--- config.mk ---
export PLATFORM = sky130hd
export DESIGN_NAME = boot_mem_arbiter_flat
export DESIGN_NICKNAME = d
export VERILOG_FILES = /design/src/rtl/boot_mem_arbiter_if.sv /design/src/rtl/boot_mem_arbiter.sv /design/src/flat_wrapper.sv
export SDC_FILE = /design/constraint.sdc
export NUM_CORES = 1
export LEC_CHECK = 0
export CORE_MARGIN = 2
export CORE_UTILIZATION = 50
export DETAILED_ROUTE_END_ITERATION = 12
export PLACE_DENSITY = 0.77
export SLEW_MARGIN = 15
export SYNTH_ARGS = -nofsm -noshare
export SYNTH_HDL_FRONTEND = slang
export SYNTH_SLANG_ARGS = --single-unit
--- constraint.sdc ---
create_clock -name clk_74a -period 3.3 [get_ports clk_74a]
set_input_delay 0.66 -clock clk_74a [delete_from_list [all_inputs] [get_ports clk_74a]]
set_output_delay 0.66 -clock clk_74a [all_outputs]
set_load 0.01 [all_outputs]
--- src/rtl/boot_mem_arbiter_if.sv ---
// CPU-side and RAM-side bus bundle of the boot memory arbiter.
// The master modport is the arbiter's view; slave is the CPU/RAM side.
interface boot_mem_arbiter_if #(
   parameter int ADDR_W = 16
);
   logic              cpu_req;
   logic              cpu_we;
   logic [ADDR_W-1:0] cpu_addr;
   logic [7:0]        cpu_wdata;
   logic              cpu_gnt;
   logic              cpu_rvalid;
   logic [7:0]        cpu_rdata;
   logic              mem_en;
   logic              mem_we;
   logic [ADDR_W-1:0] mem_addr;
   logic [7:0]        mem_wdata;
   logic              mem_ready;
   logic              mem_rvalid;
   logic [7:0]        mem_rdata;

   modport master (
      input  cpu_req, cpu_we, cpu_addr, cpu_wdata, mem_ready, mem_rvalid, mem_rdata,
      output cpu_gnt, cpu_rvalid, cpu_rdata, mem_en, mem_we, mem_addr, mem_wdata
   );

   modport slave (
      output cpu_req, cpu_we, cpu_addr, cpu_wdata, mem_ready, mem_rvalid, mem_rdata,
      input  cpu_gnt, cpu_rvalid, cpu_rdata, mem_en, mem_we, mem_addr, mem_wdata
   );
endinterface

--- src/rtl/boot_mem_arbiter.sv ---
// Owns the program-RAM port: drains loader bytes through a FIFO while the CPU
// is held in reset, waits a settle delay, then releases the CPU and grants it the port.
module boot_mem_arbiter #(
   parameter int ADDR_W        = 16,
   parameter int FIFO_DEPTH    = 8,
   parameter int RELEASE_DELAY = 256
) (
   input  logic              clk_74a,
   input  logic              reset_n,
   input  logic              load_start,
   input  logic              load_done,
   input  logic              ld_wr_en,
   input  logic [ADDR_W-1:0] ld_wr_addr,
   input  logic [7:0]        ld_wr_data,
   boot_mem_arbiter_if.master bus,
   output logic              cpu_reset_n,
   output logic              busy,
   output logic              overflow
);

   localparam int IDX_W = $clog2(FIFO_DEPTH);
   localparam int PTR_W = IDX_W + 1;
   localparam int CNT_W = $clog2(RELEASE_DELAY + 1);

   typedef enum logic [2:0] {
      ST_WAIT_LOAD = 3'd0,
      ST_LOADING   = 3'd1,
      ST_DRAIN     = 3'd2,
      ST_DELAY     = 3'd3,
      ST_RUN       = 3'd4
   } state_t;

   state_t            state_r;
   state_t            state_s;
   logic [CNT_W-1:0]  cnt_r;
   logic [ADDR_W-1:0] fifo_addr_r [FIFO_DEPTH];
   logic [7:0]        fifo_data_r [FIFO_DEPTH];
   logic [PTR_W-1:0]  wr_ptr_r;
   logic [PTR_W-1:0]  rd_ptr_r;
   logic              mem_en_r;
   logic              mem_we_r;
   logic [ADDR_W-1:0] mem_addr_r;
   logic [7:0]        mem_wdata_r;
   logic              cpu_reset_n_r;
   logic              busy_r;
   logic              overflow_r;

   logic fifo_empty_s;
   logic fifo_full_s;
   logic fill_state_s;
   logic port_free_s;
   logic pop_s;
   logic push_req_s;
   logic push_s;
   logic drop_s;
   logic gnt_s;

   assign fifo_empty_s = (wr_ptr_r == rd_ptr_r);
   assign fifo_full_s  = (wr_ptr_r[IDX_W] != rd_ptr_r[IDX_W]) &&
                         (wr_ptr_r[IDX_W-1:0] == rd_ptr_r[IDX_W-1:0]);
   assign fill_state_s = (state_r == ST_LOADING) || (state_r == ST_DRAIN);
   assign port_free_s  = !mem_en_r || bus.mem_ready;
   assign pop_s        = fill_state_s && !fifo_empty_s && port_free_s;
   assign push_req_s   = fill_state_s && ld_wr_en;
   assign push_s       = push_req_s && (!fifo_full_s || pop_s);
   assign drop_s       = push_req_s && fifo_full_s && !pop_s;
   assign gnt_s        = (state_r == ST_RUN) && bus.cpu_req && port_free_s;

   // Next-state logic; load_start overrides everything else.
   always_comb begin
      state_s = state_r;
      if (load_start) begin
         state_s = ST_LOADING;
      end else begin
         case (state_r)
            ST_LOADING: begin
               if (load_done) state_s = ST_DRAIN;
               else           state_s = ST_LOADING;
            end
            // A byte arriving on the exit cycle keeps us draining so it is not stranded.
            ST_DRAIN: begin
               if (fifo_empty_s && !mem_en_r && !push_s) state_s = ST_DELAY;
               else                                      state_s = ST_DRAIN;
            end
            ST_DELAY: begin
               if (cnt_r == {CNT_W{1'b0}}) state_s = ST_RUN;
               else                        state_s = ST_DELAY;
            end
            ST_WAIT_LOAD: state_s = ST_WAIT_LOAD;
            ST_RUN:       state_s = ST_RUN;
            default:      state_s = ST_WAIT_LOAD;
         endcase
      end
   end

   // State register and registered status outputs.
   always_ff @(posedge clk_74a or negedge reset_n) begin
      if (!reset_n) begin
         state_r       <= ST_WAIT_LOAD;
         cpu_reset_n_r <= 1'b0;
         busy_r        <= 1'b1;
         overflow_r    <= 1'b0;
      end else begin
         state_r       <= state_s;
         cpu_reset_n_r <= (state_s == ST_RUN);
         busy_r        <= (state_s != ST_RUN);
         if (load_start)  overflow_r <= 1'b0;
         else if (drop_s) overflow_r <= 1'b1;
         else             overflow_r <= overflow_r;
      end
   end

   // Settle-delay counter.
   always_ff @(posedge clk_74a or negedge reset_n) begin
      if (!reset_n) begin
         cnt_r <= {CNT_W{1'b0}};
      end else if ((state_r == ST_DRAIN) && (state_s == ST_DELAY)) begin
         cnt_r <= CNT_W'(RELEASE_DELAY - 1);
      end else if ((state_r == ST_DELAY) && (state_s == ST_DELAY)) begin
         cnt_r <= cnt_r - CNT_W'(1);
      end else begin
         cnt_r <= cnt_r;
      end
   end

   // FIFO pointers; the extra MSB distinguishes full from empty.
   always_ff @(posedge clk_74a or negedge reset_n) begin
      if (!reset_n) begin
         wr_ptr_r <= {PTR_W{1'b0}};
         rd_ptr_r <= {PTR_W{1'b0}};
      end else begin
         if (push_s) wr_ptr_r <= wr_ptr_r + PTR_W'(1);
         else        wr_ptr_r <= wr_ptr_r;
         if (pop_s)  rd_ptr_r <= rd_ptr_r + PTR_W'(1);
         else        rd_ptr_r <= rd_ptr_r;
      end
   end

   // FIFO storage; contents are don't-care while the pointers say empty.
   always_ff @(posedge clk_74a) begin
      if (push_s) begin
         fifo_addr_r[wr_ptr_r[IDX_W-1:0]] <= ld_wr_addr;
         fifo_data_r[wr_ptr_r[IDX_W-1:0]] <= ld_wr_data;
      end
   end

   // RAM port register: load from FIFO or CPU when free, else hold.
   always_ff @(posedge clk_74a or negedge reset_n) begin
      if (!reset_n) begin
         mem_en_r    <= 1'b0;
         mem_we_r    <= 1'b0;
         mem_addr_r  <= {ADDR_W{1'b0}};
         mem_wdata_r <= 8'h00;
      end else if (pop_s) begin
         mem_en_r    <= 1'b1;
         mem_we_r    <= 1'b1;
         mem_addr_r  <= fifo_addr_r[rd_ptr_r[IDX_W-1:0]];
         mem_wdata_r <= fifo_data_r[rd_ptr_r[IDX_W-1:0]];
      end else if (gnt_s) begin
         mem_en_r    <= 1'b1;
         mem_we_r    <= bus.cpu_we;
         mem_addr_r  <= bus.cpu_addr;
         mem_wdata_r <= bus.cpu_wdata;
      end else if (port_free_s) begin
         mem_en_r    <= 1'b0;
      end else begin
         mem_en_r    <= mem_en_r;
      end
   end

   assign bus.mem_en     = mem_en_r;
   assign bus.mem_we     = mem_we_r;
   assign bus.mem_addr   = mem_addr_r;
   assign bus.mem_wdata  = mem_wdata_r;
   assign bus.cpu_gnt    = gnt_s;
   assign bus.cpu_rvalid = bus.mem_rvalid && (state_r == ST_RUN);
   assign bus.cpu_rdata  = bus.mem_rdata;
   assign cpu_reset_n    = cpu_reset_n_r;
   assign busy           = busy_r;
   assign overflow       = overflow_r;

endmodule

--- src/flat_wrapper.sv ---
// flat-port wrapper written by rule: the top's interface ports become plain ports
module boot_mem_arbiter_flat 
#(
   parameter int ADDR_W        = 16,
   parameter int FIFO_DEPTH    = 8,
   parameter int RELEASE_DELAY = 256
)
  (clk_74a, reset_n, load_start, load_done, ld_wr_en, ld_wr_addr, ld_wr_data, cpu_reset_n, busy, overflow, bus_cpu_req, bus_cpu_we, bus_cpu_addr, bus_cpu_wdata, bus_mem_ready, bus_mem_rvalid, bus_mem_rdata, bus_cpu_gnt, bus_cpu_rvalid, bus_cpu_rdata, bus_mem_en, bus_mem_we, bus_mem_addr, bus_mem_wdata);
  boot_mem_arbiter_if #(.ADDR_W(ADDR_W)) bus_i ();
  input  logic clk_74a;
  input  logic reset_n;
  input  logic load_start;
  input  logic load_done;
  input  logic ld_wr_en;
  input  logic [ADDR_W-1:0] ld_wr_addr;
  input  logic [7:0] ld_wr_data;
  output logic cpu_reset_n;
  output logic busy;
  output logic overflow;
  input wire logic [$bits(bus_i.cpu_req)-1:0] bus_cpu_req;
  input wire logic [$bits(bus_i.cpu_we)-1:0] bus_cpu_we;
  input wire logic [$bits(bus_i.cpu_addr)-1:0] bus_cpu_addr;
  input wire logic [$bits(bus_i.cpu_wdata)-1:0] bus_cpu_wdata;
  input wire logic [$bits(bus_i.mem_ready)-1:0] bus_mem_ready;
  input wire logic [$bits(bus_i.mem_rvalid)-1:0] bus_mem_rvalid;
  input wire logic [$bits(bus_i.mem_rdata)-1:0] bus_mem_rdata;
  output wire logic [$bits(bus_i.cpu_gnt)-1:0] bus_cpu_gnt;
  output wire logic [$bits(bus_i.cpu_rvalid)-1:0] bus_cpu_rvalid;
  output wire logic [$bits(bus_i.cpu_rdata)-1:0] bus_cpu_rdata;
  output wire logic [$bits(bus_i.mem_en)-1:0] bus_mem_en;
  output wire logic [$bits(bus_i.mem_we)-1:0] bus_mem_we;
  output wire logic [$bits(bus_i.mem_addr)-1:0] bus_mem_addr;
  output wire logic [$bits(bus_i.mem_wdata)-1:0] bus_mem_wdata;
  assign bus_i.cpu_req = bus_cpu_req;
  assign bus_i.cpu_we = bus_cpu_we;
  assign bus_i.cpu_addr = bus_cpu_addr;
  assign bus_i.cpu_wdata = bus_cpu_wdata;
  assign bus_i.mem_ready = bus_mem_ready;
  assign bus_i.mem_rvalid = bus_mem_rvalid;
  assign bus_i.mem_rdata = bus_mem_rdata;
  assign bus_cpu_gnt = bus_i.cpu_gnt;
  assign bus_cpu_rvalid = bus_i.cpu_rvalid;
  assign bus_cpu_rdata = bus_i.cpu_rdata;
  assign bus_mem_en = bus_i.mem_en;
  assign bus_mem_we = bus_i.mem_we;
  assign bus_mem_addr = bus_i.mem_addr;
  assign bus_mem_wdata = bus_i.mem_wdata;
  boot_mem_arbiter #(.ADDR_W(ADDR_W), .FIFO_DEPTH(FIFO_DEPTH), .RELEASE_DELAY(RELEASE_DELAY)) u_core (.clk_74a(clk_74a), .reset_n(reset_n), .load_start(load_start), .load_done(load_done), .ld_wr_en(ld_wr_en), .ld_wr_addr(ld_wr_addr), .ld_wr_data(ld_wr_data), .bus(bus_i), .cpu_reset_n(cpu_reset_n), .busy(busy), .overflow(overflow));
endmodule
==> reports/qor.csv, run 1 <==
stage,metric,value,unit
outcome,outcome,finished clean,
clock_network,tritoncts.num_buffers,25,
yosys,post_synth.cell_area_avg,17.2,um^2
sta,fin_crit_sh,0.868,
route,length_of_routed_met2_wiring,10.3,mm
setup_path,criticalPathCategory,reg2out,
setup_path,timing.critical_path.from_type,register,
sta,worst_slew_slack_as_a_fraction_of_its_limit,0.354,
setup_path,worstSetupEndpointType,primary output,
yosys,synth-edff-count,192,
clock_network,cts_tree,built,
yosys,synth_area_leaders,"edfxtp_1, dfrtp_1, mux4_2",
yosys,area_share_of_the_largest_cell_type_after_synthesis,0.598,
min_path,min_path_type,in2async,
route,vias_per_cell,5.75,
clock_network,post_cts_hold_buffer_count,0,
clock_network,clockBufferDepth,3,
route,postRouteWirelength,20.2,mm
yosys,synth_largest_area_cell,edfxtp_1,
setup_path,critical_path_cell_with_the_highest_stage_delay,clkdlybuf4s50_1,
floorplan,ioPinCount,104,
setup_path,cp_data_arrival_time,2.20,ns
sta,timing.final.max_slew_violations,0,
yosys,synthDistinctLibCells,46,
yosys,sequential_to_total_area_share_from_yosys_stat,0.725,
global_routing,grt.overflow.total,0,
global_routing,wire_length_of_the_first_global_routing_pass,31.4,mm
power_and_ir_drop,power_density,846,nW/um^2
clock_network,clkSinkCount,241,
yosys,mappedNetlistNets,630,
sta,final_period_demand_of_the_worst_path,2.86,ns
floorplan,rows,50,
power_and_ir_drop,irDropWorstVdd,0.000566,V
power_and_ir_drop,power_leakage,0.00399,uW
route,drt_first_pass_iters,5,
clock_network,post_cts_resize_count,0,
layout,drive_above_1_share,0.204,
clock_network,cts.reportedPaths.clkPinSlew,0.06,ns
route,detail_route.drc_violations,0,
route,antenna_violating_nets_post_route,0,
route,top_layer,met4,
job,drv.max_cap_violation_count,0,
floorplan,core_area,18800,um^2
yosys,yosys_most_used_dff,edfxtp_1,
yosys,synth_area,9650,um^2
setup_path,worst-path-max-fanout,8,
layout,finalNonFillerCells,940,
sta,skew,0.0191,ns
floorplan,die-width,143,um
clock_network,insertion_delay,0.53,ns
sta,rsz_0062_raised_after_global_routing,false,
yosys,netlist_instances,562,
yosys,synth_async_sr_flop_share,0.203,
setup_path,dominant_delay_contributor_by_cell_family_on_the_critical_path,buffers and inverters,
setup_path,critical_path.cell_chain,nor3b_1 -> nand3_1 -> inv_2 -> clkdlybuf4s50_1,
clock_network,number_of_buffers_inserted_by_post_cts_setup_repair,0,
clock_network,cts.root.buffer_cell,clkbuf_16,
sta,report.final.setup_viol,0,
layout,layout-area-overhead-vs-synth,21.7,%
placement,dp.final_hpwl,11.8,mm
yosys,post-synth-top-count-cell,edfxtp_1,
setup_path,slowest_delay,0.53,ns
sta,peak_freq,349,MHz
sta,timing_worst_slew_pin_value,0.953,ns
setup_path,crit_buf_inv,2,
global_routing,first_global_vias,5685,
sta,finalHoldViolations,0,
route,route.met3.wl,1.19,mm
placement,port-buffer-count,87,
route,detail_route.iter0.violations,396,
layout,n_fill_cell,1328,
route,dr_total_vias,5405,
placement,gp_congestion,0.839,
yosys,synth_commonest_cells,"edfxtp_1, nand2_1, dfrtp_1, mux4_2, nor2b_1",
layout,design.final.nets,729,
route,wirelength_met1,8.27,mm
yosys,ys_ff_latch,241,
setup_path,crit_required,2.64,ns
yosys,synthesis.yosys.warnings,0,
floorplan,dieArea,20400,um^2
placement,placed_cells,894,
clock_network,clock_tree.htree_level_count,1,
route,post_drt_wl_per_cell,21.5,um
sta,fin_tns_setup,0,ns
layout,utilization,0.624,
floorplan,floorplan.initialDensity,0.512,
global_routing,total_grt_usage,0.204,
global_routing,antenna_found_initial,0,
global_routing,grt_max_degree,52,
layout,num_antenna_cells,0,
floorplan,floorplan.die.height,143,um
sequential cells by signal, summed over array words and instances (netlist names):
register              flops
u_core.cpu_reset_n        1
u_core.bus.mem_wdata      8
u_core.busy               1
u_core.bus.mem_we         1
u_core.fifo_data_r       64
u_core.rd_ptr_r           4
u_core.fifo_addr_r      128
u_core.wr_ptr_r           4
u_core.state_r            3
u_core.bus.mem_en         1
u_core.cnt_r              9
u_core.bus.mem_addr      16
u_core.overflow           1
cells by family (layout without fill, tap and decap cells):
kind of cell,after synthesis,count (layout),synth area share
flops,241,241,0.725
buf+inv,47,165,0.0226
xor+xnor,10,10,0.00908
simple gates,136,136,0.0703
compound gates,74,74,0.0533
fa+ha+maj,3,3,0.00389
mux,51,51,0.116
where the power goes:
part	leakage, uW	switching [uW]	internal, uW
Clock	0.000416	1160	1720
Combinational	0.00129	1460	1430
Sequential	0.00228	344	3820
Total	0.00399	2960	6970
path summary, 6_finish.rpt:
kind	from	end	slack (ns)	depth (start not counted)
worst min-delay path	reset_n	u_core.bus.mem_addr[6]	0.19	1
worst max-delay path	u_core.state_r[2]	bus_cpu_gnt	0.44	4
min in group clk_74a	u_core.wr_ptr_r[3]	u_core.wr_ptr_r[3]	0.49	1
worst min register to register	u_core.wr_ptr_r[3]	u_core.wr_ptr_r[3]	0.49	1
max in group asynchronous	reset_n	u_core.bus.mem_wdata[3]	2.44	2
worst max register to register	u_core.rd_ptr_r[0]	u_core.wr_ptr_r[3]	0.71	6
metal layers:
layer | GRT usage | up-vias
li1 | - | 2386
met1 | 0.272 | 2809
met2 | 0.344 | 174
met3 | 0.0409 | 36
met4 | 0.0584 | 0
met5 | 0 | -
cell type report:
class                      count  area [um^2]  area share
clock buffer                  31          688      0.0586
clock inverter                15          171      0.0146
inverter                      11         41.3     0.00352
multi-input combinational    274         2470       0.210
sequential                   241         7000       0.596
tap                          260          325      0.0277
timing repair buffer         108         1050      0.0893
per-stage QoR:
step | power, uW | hold slack [ns] | area [um^2] | setup slack, ns
after global routing | 10400 | 0.219 | 11700 | 0.304
after global placement | 6970 | 0.480 | 10900 | 0.434
after CTS | 10000 | 0.190 | 11700 | 0.443
final | 9930 | 0.188 | 11700 | 0.436
after floorplan | 6040 | 0.364 | 9650 | 0.0227
after detailed placement | 7080 | 0.484 | 10900 | 0.349
placed cells by master (no fill, tap or decap), types with 5 or more instances in the layout:
| cell type | netlist | final |
|---|---|---|
| buf_4 | 9 | 19 |
| inv_1 | 10 | 10 |
| edfxtp_1 | 192 | 192 |
| xnor2_1 | 7 | 7 |
| nor2b_1 | 27 | 27 |
| a31oi_1 | 26 | 26 |
| mux4_2 | 48 | 48 |
| a211oi_1 | 24 | 24 |
| nand2b_1 | 6 | 6 |
| dfrtp_1 | 48 | 45 |
| nor2_1 | 14 | 8 |
| nor3_1 | 7 | 5 |
| clkbuf_16 | 0 | 25 |
| nor2_2 | 1 | 7 |
| nand3_1 | 9 | 9 |
| clkdlybuf4s50_1 | 0 | 86 |
| nand2_1 | 57 | 56 |
| a21oi_1 | 8 | 8 |
Note: power is estimated with default switching activity, not from simulation.
==> inputs of run 2 (changes only) <==
- CTS_CLUSTER_DIAMETER: default -> 80
==> results of run 2 <==
Same layout as run 1: the final DEF is identical, and so are final timing and power.
==> inputs of run 3 (changes only) <==
- HOLD_SLACK_MARGIN: default -> 0.03
==> results of run 3 <==
Same layout as run 1: the final DEF is identical, and so are final timing and power.
